===== src/rtl/meter_display.sv =====
// meter_display: BCD conversion, digit multiplexing and blink/blank gating for a 4-digit seven-segment display
module meter_display #(
    parameter int REFRESH_DIV = 100000,
    parameter int BLINK_HALF  = 50000000
) (
    input  logic        clk,
    input  logic        rst_n,
    input  logic [1:0]  mode,
    input  logic [15:0] times,
    output logic [3:0]  an,
    output logic [6:0]  seg,
    output logic        dp,
    output logic        busy
);
    localparam int RW = $clog2(REFRESH_DIV);
    localparam int BW = $clog2(BLINK_HALF);
    localparam logic [RW-1:0] REF_MAX  = RW'(REFRESH_DIV - 1);
    localparam logic [BW-1:0] LIM_SLOW = BW'(BLINK_HALF - 1);
    localparam logic [BW-1:0] LIM_FAST = BW'(BLINK_HALF / 2 - 1);

    typedef enum logic [1:0] {IDLE, LOAD, SHIFT, DONE} state_t;

    state_t        state_q, state_d;
    logic          first_q, first_d;
    logic [15:0]   last_q, last_d;
    logic [31:0]   sr_q, sr_d;
    logic [3:0]    cnt_q, cnt_d;
    logic [15:0]   disp_q, disp_d;
    logic [15:0]   adj;
    logic [RW-1:0] ref_q, ref_d;
    logic [1:0]    idx_q, idx_d;
    logic [BW-1:0] blk_q, blk_d;
    logic          phase_q, phase_d;
    logic [1:0]    mode_q;
    logic [3:0]    an_q, an_d;
    logic [6:0]    seg_q, seg_d;
    logic [3:0]    nib;
    logic [6:0]    pat;
    logic          hold, wrap, blank;

    // add-3 correction of every BCD nibble that is 5 or more, ahead of the shift
    always_comb begin
        adj = '0;
        for (int i = 0; i < 4; i++)
            adj[4*i +: 4] = sr_q[16+4*i +: 4] >= 4'd5 ? sr_q[16+4*i +: 4] + 4'd3 : sr_q[16+4*i +: 4];
    end

    // converter: capture a new value, run 16 shift-add-3 steps, then publish the BCD result
    always_comb begin
        state_d = state_q;
        first_d = first_q;
        last_d  = last_q;
        sr_d    = sr_q;
        cnt_d   = cnt_q;
        disp_d  = disp_q;
        case (state_q)
            IDLE: if (first_q || times != last_q) begin
                state_d = LOAD;
                first_d = 1'b0;
                last_d  = times;
            end
            LOAD: begin
                sr_d    = {16'd0, last_q > 16'd9999 ? 16'd9999 : last_q};
                cnt_d   = 4'd0;
                state_d = SHIFT;
            end
            SHIFT: begin
                sr_d    = {adj, sr_q[15:0]} << 1;
                cnt_d   = cnt_q + 4'd1;
                state_d = cnt_q == 4'd15 ? DONE : SHIFT;
            end
            default: begin
                disp_d  = sr_q[31:16];
                state_d = IDLE;
            end
        endcase
    end

    // digit scan, blink phase and registered output gating
    always_comb begin
        ref_d   = ref_q == REF_MAX ? '0 : ref_q + RW'(1);
        idx_d   = ref_q == REF_MAX ? idx_q + 2'd1 : idx_q;
        hold    = mode != mode_q || !mode[1];
        wrap    = blk_q == (mode == 2'b11 ? LIM_SLOW : LIM_FAST);
        blk_d   = hold || wrap ? '0 : blk_q + BW'(1);
        phase_d = hold ? 1'b1 : wrap ? ~phase_q : phase_q;
        blank   = !phase_d || mode == 2'b00;
        nib     = disp_q[{idx_q, 2'b00} +: 4];
        case (nib)
            4'd0:    pat = 7'b1000000;
            4'd1:    pat = 7'b1111001;
            4'd2:    pat = 7'b0100100;
            4'd3:    pat = 7'b0110000;
            4'd4:    pat = 7'b0011001;
            4'd5:    pat = 7'b0010010;
            4'd6:    pat = 7'b0000010;
            4'd7:    pat = 7'b1111000;
            4'd8:    pat = 7'b0000000;
            4'd9:    pat = 7'b0010000;
            default: pat = 7'b1111111;
        endcase
        an_d  = blank ? 4'b1111 : ~(4'b0001 << idx_q);
        seg_d = blank ? 7'b1111111 : pat;
    end

    // state registers; reset discards any conversion in flight
    always_ff @(posedge clk or negedge rst_n) begin
        if (!rst_n) begin
            state_q <= IDLE;
            first_q <= 1'b1;
            last_q  <= '0;
            sr_q    <= '0;
            cnt_q   <= '0;
            disp_q  <= '0;
            ref_q   <= '0;
            idx_q   <= '0;
            blk_q   <= '0;
            phase_q <= 1'b1;
            mode_q  <= '0;
            an_q    <= 4'b1111;
            seg_q   <= 7'b1111111;
        end else begin
            state_q <= state_d;
            first_q <= first_d;
            last_q  <= last_d;
            sr_q    <= sr_d;
            cnt_q   <= cnt_d;
            disp_q  <= disp_d;
            ref_q   <= ref_d;
            idx_q   <= idx_d;
            blk_q   <= blk_d;
            phase_q <= phase_d;
            mode_q  <= mode;
            an_q    <= an_d;
            seg_q   <= seg_d;
        end
    end

    assign an   = an_q;
    assign seg  = seg_q;
    assign dp   = 1'b1;
    assign busy = state_q == LOAD || state_q == SHIFT;
endmodule


===== config.mk =====
export PLATFORM = sky130hd
export DESIGN_NAME = meter_display
export DESIGN_NICKNAME = d
export VERILOG_FILES = /design/src/rtl/meter_display.sv
export SDC_FILE = /design/constraint.sdc
export NUM_CORES = 1
export LEC_CHECK = 0
export BUFFER_PORTS_ARGS = -buffer_cell sky130_fd_sc_hd__buf_2
export CAP_MARGIN = 10
export CORE_UTILIZATION = 60
export DETAILED_ROUTE_END_ITERATION = 16
export PLACE_DENSITY = 0.88
export SLEW_MARGIN = 20
export SYNTH_ARGS = -nofsm -noshare
export SYNTH_HDL_FRONTEND = slang
export SYNTH_SLANG_ARGS = --single-unit

===== constraint.sdc =====
create_clock -name clk -period 3.45 [get_ports clk]
set_input_delay 0.69 -clock clk [delete_from_list [all_inputs] [get_ports clk]]
set_output_delay 0.69 -clock clk [all_outputs]
set_load 0.005 [all_outputs]

==> run metrics, run 1 <==
status finished, final reports clean; fraction of layout cells with a size suffix above 1 0.198; Cell Area, Placed roughly 6700 µm²; Std-Cell Core Area roughly 10,000 µm²; Clock Power Share 0.328; Netlist cell types 47; die width between 100 and 150 µm; Crit-path slowest cell ha_1; Worst slew margin 0.340; largest net degree at the start of global routing 61; dominant cell type by area after synthesis dfrtp_1; DRC viols 0; Root Driver clkbuf_8; worst-margin pin slew 0.982 ns; CP arrival slightly above 2 ns; initial antenna violation count 0; CP required between 2 and 3 ns; vias 4,598; CP Launch Type flop; setup violators final 0; Initial Util 0.623; Fmax ~370 MHz; TritonCTS clock tree yes; routability congestion estimate just over 0.8; Psw roughly 1.7 mW; first-pass GRT wire length approximately 22 mm; cells after synthesis ~600; Antenna Violating Nets Remaining 0; post-cts hold buffer count 0; Row Count 37; Hold WS 0.160 ns; Post-CTS Setup Inserts 0; Post-synth top cells 117 x dfrtp_1, 64 x nor2_1, 45 x xor2_1, 36 x inv_1, 36 x mux2_2; Nets 676; # H-tree levels 4; DR pass1 iterations 5; Period Utilization, post-route 0.792; Die Y between 100 and 150 µm; hpwl dp ~8.4 mm; I/O Pins 33; Crit Path Category flop to primary output; CP endpoint kind primary output; PostCTS Resize Cnt 0; most frequent cell after synthesis dfrtp_1; power share of the combinational group 0.268; worst vdd ir 418 µV; Yosys reg bits 130; total grt overflow 0; Static Leakage 3.13 nW; CP Depth 3; Mean Syn Cell Area between 10 and 15 µm²; Post-Route WL between 10 and 15 mm; Max Transition Viols Final 0; main flop type after synthesis dfrtp_1; Hold Crit Class input pin to asynchronous set/reset pin; synth top area cells dfrtp_1 45%, mux2_2 6.3%, xor2_1 6.1%, dfstp_2 5.3%, ha_1 4.7%; Max Cap Viol 0; Final min period 2.73 ns; final setup TNS 0 ns; Reg2Reg Depth 5; Power Density 691 nW/µm²; number of global-route vias before repair roughly 4,700; Max clock buf depth 2; number of synthesized flops with an enable pin 0; RSZ-0062 raised after global routing false; diodes inserted 0; Skew-Pair Late Insertion Delay about 0.53 ns; Syn Nets 648; CP bufs+invs 2; Tot Pwr around 5.0 mW; Synth Warn # 0; Sw Share 0.333; cell area after layout approximately 7200 µm²; PortBufs 31; Max FO, Critical Path 25; Mapped Area roughly 6500 µm²; Worst-path clk slew roughly 0.05 ns; register area share after synthesis 0.506; Pint 3.33 mW; crit-path max cell delay between 0.7 and 0.8 ns; power share of the sequential group 0.404; DIE AREA 11,200 µm²; routed length per instance roughly 17 µm; clk_skew about 0.0054 ns; Num CTS Buffers 17; ys async rst share 1.00; Synth top area share 0.453; clk sinks between 100 and 150; worst path cell trace inv_1 -> ha_1 -> buf_2; GRT Overall Usage 0.259; final hold vios 0; Crit path max-delay family adder cells; DR vias/cell about 6; area delta synth->final 12.1%; drt initial violations 260
-- final timing paths --
check / slack (ns) / from / end
worst max-delay path: 0.72 / state_q[0] / busy
worst max register to register: 1.04 / blk_q[6] / seg[1]
worst min register to register: 0.47 / ref_q[0] / ref_q[0]
worst min-delay path: 0.16 / rst_n / last_q[12]
min in group clk: 0.32 / mode[1] / mode_q[1]
max in group asynchronous: 2.48 / rst_n / seg[6]
-- state kept, by name, indices dropped and copies added (netlist names) --
signal and count:
an 4, last_q 16, sr_q 32, blk_q 26, first_q 1, mode_q 2, cnt_q 4, phase_q 1
disp_q 16, idx_q 2, seg 7, state_q 2, ref_q 17
-- stage by stage --
step,setup WS [ns],instances,util
5_1_grt,0.624,781,0.698
6_report,0.717,781,0.698
2_1_floorplan,1.38,604,-
3_5_place_dp,0.854,749,0.646
3_3_place_gp,0.866,749,0.646
4_1_cts,0.730,781,0.698
-- cell families after synthesis --
| group | Yosys count | synth area share |
|---|---|---|
| AOI/OAI and AO/OA | 91 | 0.0907 |
| xor gates and xnor gates | 66 | 0.0895 |
| adders and majority gates | 24 | 0.0465 |
| buffers and inverters | 62 | 0.0401 |
| DFF | 130 | 0.506 |
| muxes | 42 | 0.0798 |
| other | 1 | 0.000581 |
| and+or+nand+nor | 188 | 0.146 |
-- layout by cell type, fill, tap and decap left out, types with 23 or more instances in the layout --
cell,count
nand3_1,27
xor2_1,45
nand2_1,27
inv_1,36
buf_2,30
ha_1,24
o21ai_0,23
mux2_2,36
nor2_1,64
dfrtp_1,117
-- per-layer routing --
metal / wire (µm) / vias up / track usage
met3: 459 / 32 / 0.0674
met1: 5600 / 2318 / 0.321
li1: - / 2165 / -
met4: 280 / 0 / 0.113
met2: 6640 / 83 / 0.428
met5: 0 / - / 0
-- cell type report --
cell class | instances | area [µm²]
Clock inverter | 11 | 87.6
Inverter | 36 | 135
Clock buffer | 21 | 449
Timing Repair Buffer | 35 | 200
Multi-Input combinational cell | 412 | 2930
Sequential cell | 130 | 3270
Tap cell | 136 | 170
Fill cell | 726 | 3130
-- worst register-to-register path: stages, from the launching register on --
cell	delay, ns
dfrtp_1	0.48
a211oi_1	0.30
nand4_1	0.17
a2111oi_2	0.40
xor2_1	0.76
o221ai_1	0.20
-- power groups by stage --
stage / logic [mW] / clock network, mW / registers (mW)
after floorplan: 1.03 / 0 / 1.97
after global placement: 1.23 / 0 / 2.02
after detailed placement: 1.30 / 0 / 2.03
after CTS: 1.34 / 1.66 / 2.01
after global routing: 1.49 / 1.73 / 2.04
final: 1.34 / 1.64 / 2.02
(Power assumes the default switching activity.)
==> inputs of run 2 (changes only) <==
Settings changed: ABC_AREA from default to 1.
Clock period 3.45 ns to 2.6 ns, I/O delays scaled along.
==> run metrics, run 2 <==
Hold Crit Class input pin to asynchronous set/reset pin; Std-Cell Core Area 11,100 µm² (+6.8%); worst-margin pin slew 0.871 ns (-0.110 ns); ys async rst share 1.00 (unchanged); fraction of layout cells with a size suffix above 1 0.111 (-0.0871); Netlist cell types 39 (-17%); Antenna Violating Nets Remaining 0 (unchanged); Power Density 1020 nW/µm² (+47%); CP bufs+invs 2 (unchanged); I/O Pins 33 (unchanged); number of global-route vias before repair 5,432 (+14%); main flop type after synthesis dfrtp_1; dominant cell type by area after synthesis dfrtp_1; hpwl dp 9.77 mm (+17%); Post-CTS Setup Inserts 0 (unchanged); worst path cell trace inv_1 -> ha_1 -> buf_2; TritonCTS clock tree yes; Crit-path slowest cell ha_1; setup violators final 0 (unchanged); Mean Syn Cell Area 7.86 µm² (-26%); number of synthesized flops with an enable pin 0 (unchanged); Num CTS Buffers 17 (unchanged); most common cell after layout, fill and taps aside nand2_1; Mapped Area 6970 µm² (+7.9%); Crit Path Category flop to primary output; most frequent cell after synthesis nand2_1; routability congestion estimate 0.939 (+13%); cells after synthesis 886 (+47%); Largest Register sr_q; registers with the most flip-flops sr_q x32, blk_q x26, ref_q x17; Initial Util 0.629 (+0.00616); die width 110 µm (+3.8%); Static Leakage 3.78 nW (+21%); Row Count 38 (+2.7%); CP arrival 1.63 ns (-0.41 ns); Nets 965 (+43%); Period Utilization, post-route 0.826; Max Cap Viol 0 (unchanged); clk_skew 0.00871 ns (+0.00332 ns); DR vias/cell 5.41 (-8.1%); final setup margin 0.452 ns (-0.265 ns); largest net degree at the start of global routing 54 (-11%); Final min period 2.15 ns; Max Transition Viols Final 0 (unchanged); Syn Nets 930 (+44%); synth top area cells dfrtp_1 42%, nand2_1 11%, nor2_1 7.0%, inv_1 5.5%, dfstp_2 4.9%; Crit path max-delay family adder cells; RSZ-0062 raised after global routing false; Post-synth top cells 213 x nand2_1, 129 x nor2_1, 117 x dfrtp_1, 102 x inv_1, 65 x nand3_1; CP Launch Type flop; initial antenna violation count 0 (unchanged); Synth top area share 0.420 (-0.0331); CP endpoint kind primary output; vias 5,812 (+26%); max reg flops 32 (unchanged); diodes inserted 0 (unchanged); Synth Warn # 0 (unchanged); DIE AREA 12,000 µm² (+7.7%); worst vdd ir 949 µV (+130%); first-pass GRT wire length 25.3 mm (+13%); GRT Overall Usage 0.276 (+0.0170); total grt overflow 0 (unchanged); register area share after synthesis 0.469 (-0.0370); PortBufs 31 (unchanged); post-cts hold buffer count 0 (unchanged); routed length per instance 13.9 µm (-16%); Max FO, Critical Path 13 (-48%); Place WS 0.614 ns (-0.240 ns); most frequent cells in the layout 213 x nand2_1, 129 x nor2_1, 117 x dfrtp_1; Fmax ~470 MHz; Yosys reg bits 130 (unchanged); Worst slew margin 0.414 (+0.0743); CP required 2.08 ns (-0.68 ns); Max clock buf depth 2 (unchanged); Post-Route WL 15.0 mm (+15%); status finished, final reports clean; crit-path max cell delay 0.50 ns (-0.26 ns); area delta synth->final 13.7%; drt initial violations 511 (+97%); Skew-Pair Late Insertion Delay 0.43 ns (-0.10 ns); Root Driver clkbuf_16; PostCTS Resize Cnt 0 (unchanged); Die Y 110 µm (+3.8%); Worst-path clk slew 0.06 ns (about the same); DR pass1 iterations 5 (unchanged); # H-tree levels 4 (unchanged); final setup TNS 0 ns (unchanged); DRC viols 0 (unchanged); clk sinks 130 (unchanged); final hold vios 0 (unchanged)
run 2: cell types whose count changed in the layout (fill, tap and decap cells not counted), moves of 8 or more:
cell	before	now
nand2_1	27	213
inv_1	36	102
nor2_1	64	129
nand3_1	27	65
mux2_2	36	0
o21ai_0	23	41
a21oi_1	20	37
xnor2_1	21	7
xor2_1	45	31
and3_1	9	0
o211ai_1	11	3
run 2: routing by layer:
layer  GRT usage  vias to the layer above  wire (µm)
li1            -                     2889          -
met1       0.354                     2728       6580
met2       0.450                      171       7310
met3      0.0723                       24        807
met4       0.103                        0        258
met5           0                        -          0
run 2: area by class of cell:
cell class,instances,area [µm²]
Clock buffer,21,460
Clock inverter,11,208
Fill cell,818,3150
Inverter,109,409
Multi-Input combinational cell,625,3170
Sequential cell,130,3270
Tap cell,140,175
Timing Repair Buffer,38,235
run 2: cells by family (layout without fill, tap and decap cells):
family,after synthesis,count (layout),share of synthesized area
and+or+nand+nor,456,456,0.278
AOI/OAI and AO/OA,105,105,0.0819
DFF,130,130,0.469
other,1,1,0.000538
adders and majority gates,24,24,0.0431
buffers and inverters,131,179,0.0761
muxes,1,1,0.00323
xor gates and xnor gates,38,38,0.0478
run 2: per-stage QoR:
| step | area [µm²] | hold WS (ns) | util | cells | power, mW |
|---|---|---|---|---|---|
| 2_1_floorplan | 6970 | 0.224 | - | 886 | 4.64 |
| 3_3_place_gp | 7260 | 0.452 | 0.655 | 1042 | 5.18 |
| 3_5_place_dp | 7260 | 0.456 | 0.655 | 1042 | 5.31 |
| 4_1_cts | 7920 | 0.0879 | 0.715 | 1074 | 8.07 |
| 5_1_grt | 7920 | 0.116 | 0.715 | 1074 | 8.61 |
| 6_report | 7920 | 0.0817 | 0.715 | 1074 | 8.06 |
run 2: path summary, 6_finish.rpt:
path	start	endpoint	slack [ns]	cells after the start
max in group asynchronous	rst_n	sr_q[19]	1.86	2
min reg2reg	ref_q[0]	ref_q[0]	0.46	1
max	state_q[0]	busy	0.45	3
min	rst_n	blk_q[16]	0.08	1
min in group clk	mode[1]	mode_q[1]	0.26	1
max reg2reg	state_q[0]	sr_q[7]	0.54	6
run 2: report_power, final:
group	switching [mW]	internal, mW
Sequential	0.348	2.53
Combinational	1.61	0.865
Clock	0.869	1.84
Total	2.83	5.24
==> inputs of run 3 (changes only) <==
Settings changed: CORE_UTILIZATION 60 to 56, PLACE_DENSITY 0.88 to 0.87.
Clock period 2.6 ns to 1.77 ns, I/O delays scaled along.
==> run metrics, run 3 (synthesized netlist as in run 2, its figures left out) <==
status finished, final reports clean; final hold vios 0 (unchanged); max reg flops 32 (unchanged); Crit Path Category flop to primary output; Power Density 1420 nW/µm² (+39%); DR vias/cell 5.30 (-2.0%); Root Driver clkbuf_16; clk_skew 0.00674 ns (-0.00197 ns); hold path endpoint mode_q[1]; diodes inserted 0 (unchanged); Crit path max-delay family flip-flops; vias 5,996 (+3.2%); number of global-route vias before repair 5,779 (+6.4%); worst vdd ir 819 µV (-14%); first-pass GRT wire length 26.1 mm (+3.0%); met2 Use GR 0.424 (-0.0261); non-filler cells, final 1,131 (+5.3%); Max Cap Viol 0 (unchanged); Max Transition Viols Final 0 (unchanged); DIE AREA 12,900 µm² (+7.0%); die width 114 µm (+3.4%); Initial Util 0.578 (-0.0513); worst hold stages 1; initial antenna violation count 0 (unchanged); CP required 1.42 ns (-0.66 ns); met3 Track Usage GR 0.0515 (-0.0208); Placed Cells 1,085 (+4.1%); CP arrival 1.38 ns (-0.25 ns); Post-Route WL 15.2 mm (+1.7%); Static Leakage 3.88 nW (+2.4%); most frequent cells in the layout 211 x nand2_1, 127 x nor2_1, 117 x dfrtp_1; Reg2Reg Depth 7 (+1); area delta synth->final 17.0%; Die Y 114 µm (+3.4%); worst path cell trace inv_2 -> ha_4 -> buf_8 -> buf_2; largest net degree at the start of global routing 34 (-37%); worst-margin pin slew 0.537 ns (-0.334 ns); PortBufs 31 (unchanged); Row Count 40 (+5.3%); Worst-path clk slew 0.06 ns (about the same); Max FO, Critical Path 6 (-7); hold wc startpoint mode[1]; final setup margin 0.0332 ns (-0.419 ns); routed length per instance 13.5 µm (-3.4%); hpwl dp 10.0 mm (+2.8%); crit-path max cell delay 0.39 ns (-0.11 ns); I/O Pins 33 (unchanged); CP bufs+invs 3 (+1); reg2reg setup slack 0.10 ns (-0.44 ns); CP endpoint kind primary output; Fmax 576 MHz; DR pass1 iterations 6 (+1); Place WS 0.0858 ns (-0.528 ns); total grt overflow 0 (unchanged); Worst slew margin 0.642 (+0.228); registers with the most flip-flops sr_q x32, blk_q x26, ref_q x17; Nets 995 (+3.1%); Crit-path slowest cell dfrtp_1; most common cell after layout, fill and taps aside nand2_1; Reg-to-Reg Start state_q[1]; clk sinks 130 (unchanged); Hold WS 0.0979 ns (+0.0163 ns); GR peak layer met2; Final min period 1.74 ns; routability congestion estimate 0.934 (-0.47%); Period Utilization, post-route 0.981; Max clock buf depth 2 (unchanged); setup violators final 0 (unchanged); Hold Crit Class input pin to flop; Antenna Violating Nets Remaining 0 (unchanged); CP Launch Type flop; Layout fillers 925 (+13%); GRT Overall Usage 0.255 (-0.0210); Num CTS Buffers 17 (unchanged); # H-tree levels 4 (unchanged); TritonCTS clock tree yes; Skew-Pair Late Insertion Delay 0.42 ns (about the same); met1 Track Usage GR 0.320 (-0.0339); DRC viols 0 (unchanged); drt initial violations 514 (+0.59%); Largest Register sr_q; reg-to-reg endpoint sr_q[5]; Std-Cell Core Area 12,100 µm² (+8.9%); fraction of layout cells with a size suffix above 1 0.148 (+0.0371)
## run 3: repair_timing
action,CTS,global route
pin swaps,0,1
gates cloned,0,0
gates resized for setup,3,13
setup endpoints to repair,1,58
hold buffers,1,0
setup buffers,2,12
hold endpoints to repair,15,0
## run 3: layer usage
metal	vias to the layer above	share of wire
met5	-	0
met4	0	0.020
met3	36	0.049
met2	201	0.49
met1	2815	0.44
li1	2944	-
## run 3: worst reg2reg max path, stage by stage (launching register included)
cell and delay (ns):
dfrtp_1 0.40, buf_4 0.16, ha_1 0.26, buf_4 0.19, nor2_1 0.16, buf_4 0.17, nand2_1 0.08, o21bai_1 0.17
## run 3: final cells by class
| cell class | count | area, µm² | share of cell area |
|---|---|---|---|
| clock buffer | 19 | 443 | 0.0543 |
| multi-input combinational | 625 | 3210 | 0.394 |
| clock inverter | 12 | 92.6 | 0.0114 |
| sequential | 130 | 3270 | 0.401 |
| tap | 168 | 210 | 0.0258 |
| inverter | 109 | 415 | 0.0510 |
| timing repair buffer | 68 | 512 | 0.0628 |
## run 3: worst max path at each step
| stage | startpoint | to | slack [ns] | cells past startpoint |
|---|---|---|---|---|
| after detailed placement | blk_q[0] | an[0] | 0.09 | 9 |
| after global routing | idx_q[0] | seg[4] | -0.04 | 10 |
| after CTS | state_q[1] | busy | 0.008 | 4 |
| after floorplan | idx_q[0] | seg[4] | 0.06 | 11 |
| after global placement | blk_q[0] | an[0] | 0.12 | 9 |
| final | state_q[0] | busy | 0.03 | 4 |
## run 3: metrics by stage
stage | power (mW) | cell area [µm²] | util | setup TNS, ns
after floorplan | 6.82 | 6970 | - | 0
after global placement | 7.80 | 7430 | 0.616 | 0
after detailed placement | 7.94 | 7430 | 0.616 | 0
after CTS | 11.3 | 8010 | 0.664 | 0
after global routing | 12.4 | 8150 | 0.676 | -0.0786
final | 11.6 | 8150 | 0.676 | 0
## run 3: power by group
part	internal, mW	switching, mW	leakage (nW)
clock network	1.93	1.27	0.264
logic	1.68	2.50	1.95
registers	3.72	0.473	1.66
total	7.33	4.24	3.88
